$ cat src/rtl/count_seq_monitor.sv
// rtl/count_seq_monitor.sv - sequence monitor for an upstream 4-bit counter
//
// Purpose:
//   Watches the sampled value of a free-running 4-bit counter. After LOCK_N
//   consecutive correct increments the monitor is LOCKED. While LOCKED it
//   reports 15->0 wraps and flags any value that is not prev+1 as a
//   sequence error, then drops back to SYNC to re-acquire.
//
// Ports:
//   clk        - single clock, rising edge
//   rst_n      - asynchronous active-low reset
//   cnt_in     - upstream counter value (4 bits)
//   sample_en  - cnt_in is sampled on this edge when high
//   err_clr    - synchronous clear of err_sticky / err_count
//   locked     - high while in LOCKED
//   wrap_pulse - one-cycle pulse after a LOCKED 15->0 sample
//   wrap_count - number of LOCKED wraps, modulo 2^WRAP_W
//   seq_err    - one-cycle pulse after a LOCKED sequence violation
//   err_sticky - set by any seq_err, cleared by err_clr
//   err_count  - saturating (max 15) count of seq_err events

module count_seq_monitor #(
  parameter int LOCK_N = 2,
  parameter int WRAP_W = 8
) (
  input  logic              clk,
  input  logic              rst_n,
  input  logic [3:0]        cnt_in,
  input  logic              sample_en,
  input  logic              err_clr,
  output logic              locked,
  output logic              wrap_pulse,
  output logic [WRAP_W-1:0] wrap_count,
  output logic              seq_err,
  output logic              err_sticky,
  output logic [3:0]        err_count
);

  localparam logic [1:0] IDLE   = 2'd0;
  localparam logic [1:0] SYNC   = 2'd1;
  localparam logic [1:0] LOCKED = 2'd2;

  localparam logic [3:0] LOCK_TARGET = 4'(LOCK_N);

  logic [1:0] state;
  logic [3:0] prev;
  logic [3:0] match;

  logic [3:0] prev_inc;
  logic [3:0] match_inc;
  logic       correct;
  logic       err_event;
  logic       wrap_event;

  // prev + 1 is kept at 4 bits so 15 -> 0 counts as a correct increment.
  assign prev_inc   = prev + 4'd1;
  assign match_inc  = match + 4'd1;
  assign correct    = (cnt_in == prev_inc);
  assign err_event  = sample_en && (state == LOCKED) && !correct;
  assign wrap_event = sample_en && (state == LOCKED) && correct &&
                      (prev == 4'd15) && (cnt_in == 4'd0);

  // Sequence FSM, prev/match registers and the event pulses.
  always_ff @(posedge clk or negedge rst_n) begin
    if (!rst_n) begin
      state      <= IDLE;
      prev       <= 4'd0;
      match      <= 4'd0;
      locked     <= 1'b0;
      wrap_pulse <= 1'b0;
      wrap_count <= '0;
      seq_err    <= 1'b0;
    end else begin
      wrap_pulse <= wrap_event;
      seq_err    <= err_event;
      if (wrap_event) begin
        wrap_count <= wrap_count + WRAP_W'(1);
      end
      if (sample_en) begin
        prev <= cnt_in;
        case (state)
          IDLE: begin
            match <= 4'd0;
            state <= SYNC;
          end
          SYNC: begin
            if (correct) begin
              match <= match_inc;
              if (match_inc == LOCK_TARGET) begin
                state  <= LOCKED;
                locked <= 1'b1;
              end
            end else begin
              match <= 4'd0;
            end
          end
          LOCKED: begin
            if (!correct) begin
              match  <= 4'd0;
              state  <= SYNC;
              locked <= 1'b0;
            end
          end
          default: begin
            match  <= 4'd0;
            state  <= IDLE;
            locked <= 1'b0;
          end
        endcase
      end
    end
  end

  // Error bookkeeping. A new error on the same edge as err_clr wins and
  // restarts the count at 1 rather than being lost.
  always_ff @(posedge clk or negedge rst_n) begin
    if (!rst_n) begin
      err_sticky <= 1'b0;
      err_count  <= 4'd0;
    end else if (err_event) begin
      err_sticky <= 1'b1;
      if (err_clr) begin
        err_count <= 4'd1;
      end else if (err_count != 4'd15) begin
        err_count <= err_count + 4'd1;
      end
    end else if (err_clr) begin
      err_sticky <= 1'b0;
      err_count  <= 4'd0;
    end
  end

endmodule
$ cat config.mk
export PLATFORM = sky130hd
export DESIGN_NAME = count_seq_monitor
export DESIGN_NICKNAME = d
export VERILOG_FILES = /design/src/rtl/count_seq_monitor.sv
export SDC_FILE = /design/constraint.sdc
export NUM_CORES = 1
export LEC_CHECK = 0
export ABC_AREA = 1
export BUFFER_PORTS_ARGS = -buffer_cell sky130_fd_sc_hd__buf_2
export CAP_MARGIN = 15
export CELL_PAD_IN_SITES_DETAIL_PLACEMENT = 0
export CELL_PAD_IN_SITES_GLOBAL_PLACEMENT = 1
export CORE_MARGIN = 5
export CORE_UTILIZATION = 43
export CTS_CLUSTER_DIAMETER = 150
export CTS_CLUSTER_SIZE = 12
export DETAILED_ROUTE_END_ITERATION = 16
export PLACE_DENSITY_LB_ADDON = 0.2
export SYNTH_ARGS = -nofsm -noshare
export SYNTH_HDL_FRONTEND = slang
export SYNTH_SLANG_ARGS = --single-unit
$ cat constraint.sdc
create_clock -name clk -period 4.95 [get_ports clk]
set_input_delay 0.2475 -clock clk [delete_from_list [all_inputs] [get_ports clk]]
set_output_delay 0.2475 -clock clk [all_outputs]
set_load 0.03 [all_outputs]
==> impl_metrics.csv, run 1 <==
group,metric,value,unit
pwr,p_switching,0.126,mW
finish,drive_gt1_share,19.9,%
place,dp.cells,262,
sta,drv_slew,0,
setup_path,reg2reg_slack,3220,ps
die,io_pins,24,
setup_path,worstRegToRegCells,10,
yosys,syn_avg_cell_area,7.68,um2
sta,worst_pin_slew,591,ps
setup_path,rr_startpoint,"prev[0]",
pwr,cellLeakagePower,1.01,nW
pwr,pwr-share-seq,56.1,%
setup_path,path_class,"reg2reg",
pwr,combPwrFrac,18.0,%
global_route,antenna_found_initial,0,
cts,numCtsBuffers,3,
setup_path,crit_path_end_kind,"register",
yosys,synthesis.nets,208,
yosys,ys_seq_area_share,43.4,%
yosys,synth_top_area_cell,"dfrtp_1",
sta,rsz0062_at_grt,"no",
die,core-area,3360,um2
run,maxCapViolCount,0,
pwr,p_int,0.296,mW
cts,htreeDepth,1,
routing,vias,1231,
worst_hold_path,min_path_cells,3,
finish,nets,235,
worst_hold_path,holdCritStartpoint,"cnt_in[2]",
yosys,syn_inst,195,
finish,layout_common_cells,"nand2_1 (69), inv_1 (27), dfrtp_1 (26)",
routing,ant_nets,0,
sta,slew_headroom,60.6,%
sta,fin_crit_sh,35.0,%
routing,wirelength,2770,um
global_route,grt_max_degree,27,
die,placementRows,21,
global_route,first_global_vias,1208,
routing,vias_per_cell,4.61,
place,hpwl,2170,um
global_route,overflow,0,
place,place.gp.congestion,0.796,
sta,finalHoldViolCount,0,
place,post-place-ws,3250,ps
pwr,vdd_drop_max,0.149,mV
finish,diodes,0,
finish,final_cell_area,1700,um2
finish,final_common_cell,"nand2_1",
pwr,p_per_area,249,nW/um2
die,die_h,69.0,um
cts,clk_pin_slew,150,ps
sta,clock_skew,12.0,ps
die,die-area,4760,um2
setup_path,startpoint_type,"register",
cts,cts.sinks,26,
run_status,status,"complete, no violations",
worst_hold_path,hold_class,"in2reg",
setup_path,crit_arrival,1950,ps
sta,period_minus_slack,1730,ps
sta,layout_setup_ws,3220,ps
finish,area_delta_synth_final,13.4,%
sta,setup-tns-final,0,ps
pwr,pwr-share-clk,25.9,%
sta,hold_ws,156,ps
setup_path,crit_fanout,13,
finish,seq_area,651,um2
routing,dr.pass1.iters,4,
global_route,grt_first_pass_wirelength,5130,um
routing,wl_per_cell,10.4,um
global_route,grt_usage,12.5,%
die,die_x,69.0,um
cts,tritoncts,"yes",
pwr,p_sw_share,30.0,%
sta,timing.fmax,578,MHz
yosys,netlist_area,1500,um2
yosys,synth.distinct_cells,27,
yosys,synth-seq-cells,26,
yosys,synth.top_cell.area_share,43.4,%
finish,fillers,368,
cts,cts.path.max_buffers,2,
sta,setup_violations,0,
routing,drt_iter0_drc,62,
finish,multiInputGateArea,707,um2
worst_hold_path,min_to,"prev[2]",
cts,insertion_delay,330,ps
cts,cts-root-buf,"clkbuf_4",
yosys,yosys_warnings,0,
finish,final_cells,267,
place,dpl_cell_area,1650,um2
routing,drc_errors,0,
finish,utilization,50.5,%
setup_path,rr_endpoint,"wrap_count[3]",
pwr,finalPower,0.422,mW
yosys,synthTopCellsByArea,"dfrtp_1 (43%), nand2_1 (17%), nand3_1 (7.0%), inv_1 (6.8%), ha_1 (4.2%)",
setup_path,critPathRequiredTime,5170,ps
cts,cts.repair.resized,0,
place,numPortBuffers,23,
die,start_util,44.5,%
cell usage after synthesis (all sizes together):
master / number
a21oi: 2
xor2: 3
nand2: 75
dfrtp: 26
ha: 5
nor3: 1
buf: 1
inv: 30
clkbuf: 1
nand4: 3
o2111ai: 1
a31oi: 1
nor2: 13
and3: 1
clkinv: 2
nand3: 22
xnor2: 2
o21ai: 4
nand3b: 2
power groups by stage:
stage	combinational (mW)	clock (mW)	sequential [mW]
detailed placement	0.0760	0	0.241
CTS	0.0773	0.113	0.237
global placement	0.0743	0	0.241
finish	0.0759	0.109	0.237
global route	0.0885	0.120	0.240
floorplan	0.0486	0	0.246
metal layers:
layer / vias up / global-route usage, % / routed length (um)
met3: 5 / 2.62 / 123
li1: 654 / - / -
met4: 0 / 3.90 / 40
met2: 18 / 21.7 / 1320
met5: - / 0 / 0
met1: 554 / 15.5 / 1280
flip-flops by register name, summed over array words and instances (netlist names):
register and cells:
wrap_count 8, err_count 4, match 4, prev 4, state 2, err_sticky 1
locked 1, seq_err 1, wrap_pulse 1
cell families after synthesis:
family,synth area share [%]
buffers and inverters,9.36
AOI/OAI and AO/OA,3.01
xor gates and xnor gates,3.43
adders and majority gates,4.18
DFF,43.4
and+or+nand+nor,36.6
worst max-delay path, stage by stage, from the launching register on:
cell	delay (ps)
dfrtp_1	440
ha_1	310
inv_1	40
nand2_1	40
nand2_1	80
nor2_4	110
nand3_4	120
nor2_4	270
nand2_1	90
nand2_1	70
nand2_1	50
worst max path at each step:
stage | end | slack (ps) | cells after the start | start
2_1_floorplan | wrap_count[5] | 3390 | 11 | prev[0]
3_3_place_gp | wrap_count[6] | 3290 | 10 | prev[0]
3_5_place_dp | wrap_count[6] | 3250 | 10 | prev[0]
4_1_cts | wrap_count[3] | 3210 | 10 | prev[0]
5_1_grt | wrap_count[3] | 3040 | 10 | prev[0]
6_report | wrap_count[3] | 3220 | 10 | prev[0]
timing repair:
item                                   CTS  global route
endpoints found under the hold margin   26             0
hold buffers                             1             0
setup buffers                            0             0
area by class of cell:
class | count | share of cell area [%]
multi-input cells | 135 | 41.6
flip-flops and latches | 26 | 38.3
inverters | 32 | 7.15
repair buffers | 24 | 7.37
well taps | 46 | 3.39
clock buffers | 4 | 2.14
(Power assumes the default switching activity.)
==> run 2, diff against run 1 <==
--- a/config.mk
+++ b/config.mk
@@ -5,13 +5,13 @@
 export SDC_FILE = /design/constraint.sdc
 export NUM_CORES = 1
 export LEC_CHECK = 0
-export ABC_AREA = 1
+export ABC_AREA = 0
 export BUFFER_PORTS_ARGS = -buffer_cell sky130_fd_sc_hd__buf_2
 export CAP_MARGIN = 15
 export CELL_PAD_IN_SITES_DETAIL_PLACEMENT = 0
 export CELL_PAD_IN_SITES_GLOBAL_PLACEMENT = 1
 export CORE_MARGIN = 5
-export CORE_UTILIZATION = 43
+export CORE_UTILIZATION = 42
 export CTS_CLUSTER_DIAMETER = 150
 export CTS_CLUSTER_SIZE = 12
 export DETAILED_ROUTE_END_ITERATION = 16
==> constraint.sdc (replaced) <==
create_clock -name clk -period 1.65 [get_ports clk]
set_input_delay 0.0825 -clock clk [delete_from_list [all_inputs] [get_ports clk]]
set_output_delay 0.0825 -clock clk [all_outputs]
set_load 0.03 [all_outputs]
==> run 2 against run 1 <==
The flow now finishes with violations (negative setup slack). Synthesized cell count down 33%. Worst hold slack got worse by 100 ps. Via count fell by 10%. Power increased to 3.1 times the previous value. Largest power group unchanged. Highest routed layer unchanged.
==> impl_metrics.csv, run 2 <==
group,metric,value,unit
cts,cts-root-buf,"clkbuf_4",
routing,wl_per_cell,14.0,um
setup_path,crit_arrival,1980,ps
setup_path,cp_cell_sequence,"ha_4 > xnor2_4 > nand3_4 > or2_4 > o32ai_2 > o21bai_1",
yosys,synthAdderAreaFrac,4.59,%
run,maxCapViolCount,0,
sta,drv_slew,0,
yosys,synth-seq-cells,26,
setup_path,max_stage_delay,450,ps
finish,final_common_cell,"dfrtp_1",
cts,tritoncts,"yes",
global_route,antenna_found_initial,0,
yosys,syn_avg_cell_area,10.4,um2
sta,finalHoldViolCount,0,
yosys,yosys_warnings,0,
finish,utilization,59.5,%
routing,drc_errors,0,
place,place.gp.congestion,0.790,
setup_path,startpoint_type,"register",
global_route,grt_usage,13.5,%
setup_path,crit_fanout,6,
yosys,syn_inst,131,
sta,layout_setup_ws,-74.2,ps
yosys,synthesis.nets,144,
yosys,synth-simple-area-share,18.1,%
yosys,synthTopCellsByCount,"dfrtp_1 (26), nand2_1 (10), xnor2_1 (10)",
finish,nets,183,
yosys,synth.area.mux_share,4.13,%
setup_path,critPathRequiredTime,1900,ps
global_route,overflow,0,
yosys,netlist_area,1360,um2
sta,rsz0062_at_grt,"yes",
sta,worst_pin_slew,579,ps
sta,timing.fmax,580,MHz
finish,largest_register_ffs,8,
sta,fin_crit_sh,104,%
yosys,synth_edf_count,0,
place,hpwl,2100,um
run_status,status,"finished, violations left",
die,core-area,3080,um2
routing,vias_per_cell,5.22,
die,placementRows,20,
place,dp.cells,202,
finish,area_delta_synth_final,34.3,%
cts,cts.path.max_buffers,2,
pwr,p_per_area,725,nW/um2
yosys,synth-xor-area-share,10.0,%
setup_path,cp_top_family,"flip-flops",
cts,numCtsBuffers,3,
die,io_pins,24,
global_route,first_global_vias,1055,
routing,vias,1106,
yosys,yosysMostFrequentCell,"dfrtp_1",
cts,clk_pin_slew,140,ps
setup_path,critPathBufInv,0,
setup_path,path_class,"reg2reg",
yosys,ys_seq_area_share,47.7,%
cts,insertion_delay,320,ps
routing,ant_nets,0,
yosys,synth_top_area_cell,"dfrtp_1",
finish,top_register,"wrap_count",
die,die-area,4490,um2
yosys,synth.top_cell.area_share,47.7,%
pwr,cellLeakagePower,0.850,nW
die,die_x,67.0,um
sta,clock_skew,1.50,ps
cts,htreeDepth,1,
setup_path,crit_path_end_kind,"register",
finish,diodes,0,
sta,slew_headroom,61.4,%
yosys,synth_top_family_by_area,"simple AND/OR/NAND/NOR gates",
die,start_util,44.3,%
run_status,violations,"negative setup slack",
finish,drive_gt1_share,41.7,%
pwr,vdd_drop_max,0.529,mV
yosys,synthTopCellsByArea,"dfrtp_1 (48%), xnor2_1 (6.4%), ha_1 (4.6%), mux2_2 (4.1%), nand3_1 (2.9%)",
die,die_h,67.0,um
routing,wirelength,2960,um
routing,dr.pass1.iters,4,
routing,drt_iter0_drc,86,
setup_path,crit_path_top_delay_cell,"dfrtp_1",
cts,cts.sinks,26,
yosys,synth_top_flop_cell,"dfrtp_1",
yosys,async_flop_share,100,%
finish,layout_common_cells,"dfrtp_1 (26), buf_2 (23), buf_4 (11)",
global_route,grt_first_pass_wirelength,4720,um
finish,final_cells,212,
place,numPortBuffers,23,
sta,period_minus_slack,1720,ps
yosys,synth.distinct_cells,40,
worst_hold_path,hold_class,"in2reg",
sta,setup_violations,7,
global_route,grt_max_degree,27,
yosys,synth-compound-area-share,12.2,%
-- run 2: changes by cell type after synthesis, moves of 4 or more --
cell,change
mux2_2,+5
nand3_1,-13
inv_1,-21
nand2_2,-6
nand2_1,-59
a31oi_1,+4
xnor2_1,+8
-- run 2: area by class of cell --
cell class | count | area [um2]
Timing Repair Buffer | 39 | 251
Clock buffer | 3 | 22.5
Sequential cell | 26 | 651
Multi-Input combinational cell | 94 | 830
Fill cell | 287 | 1250
Inverter | 6 | 22.5
Tap cell | 44 | 55.1
-- run 2: power by group --
group          switching, mW  internal, mW  leakage [nW]  total (mW)
Sequential            0.0394         0.672         0.347       0.711
Combinational          0.182         0.161         0.489       0.344
Clock                  0.187        0.0855        0.0138       0.273
Total                  0.409         0.918         0.850        1.33
-- run 2: path summary, 6_finish.rpt --
kind / to / cells past startpoint / slack, ps / start
min: prev[3] / 2 / 50 / cnt_in[3]
max reg2reg: match[1] / 6 / -70 / prev[1]
min reg2reg: wrap_count[7] / 1 / 480 / wrap_count[7]
max in group asynchronous: wrap_count[0] / 2 / 1000 / rst_n
max: match[1] / 6 / -70 / prev[1]
min in group asynchronous: err_count[2] / 2 / 270 / rst_n
-- run 2: timing repair --
action,4_1_cts,5_1_grt
gates cloned,0,1
hold buffers,2,0
hold endpoints to repair,29,0
buffers inserted,2,2
setup endpoints to repair,14,20
pin swaps,1,13
gates resized for setup,2,30
-- run 2: metal layers --
metal	up-vias	routed length, um	track usage (%)
li1	552	-	-
met2	20	1360	21.4
met1	532	1470	18.6
met4	0	15	4.30
met3	2	116	2.36
met5	-	0	0
-- run 2: cells by family (layout without fill, tap and decap cells) --
logic type | after synthesis | in the layout
multiplexers | 5 | 5
AND/OR/NAND/NOR | 45 | 45
XOR/XNOR | 14 | 14
AO/OA/AOI/OAI | 25 | 25
adder cells (fa/ha/maj) | 5 | 5
buffers and inverters | 11 | 48
flip-flops | 26 | 26
-- run 2: per-stage QoR --
stage	hold slack (ps)	cell area [um2]	total power, mW	setup TNS, ps	setup slack [ps]
after global routing	47.3	1830	1.39	-1470	-160
after CTS	25.0	1680	1.27	-189	-65.0
after detailed placement	121	1610	0.984	-360	-83.2
after global placement	116	1610	0.980	-78.8	-42.6
after floorplan	-213	1400	0.895	-13.4	-13.4
final	51.7	1830	1.33	-223	-74.2
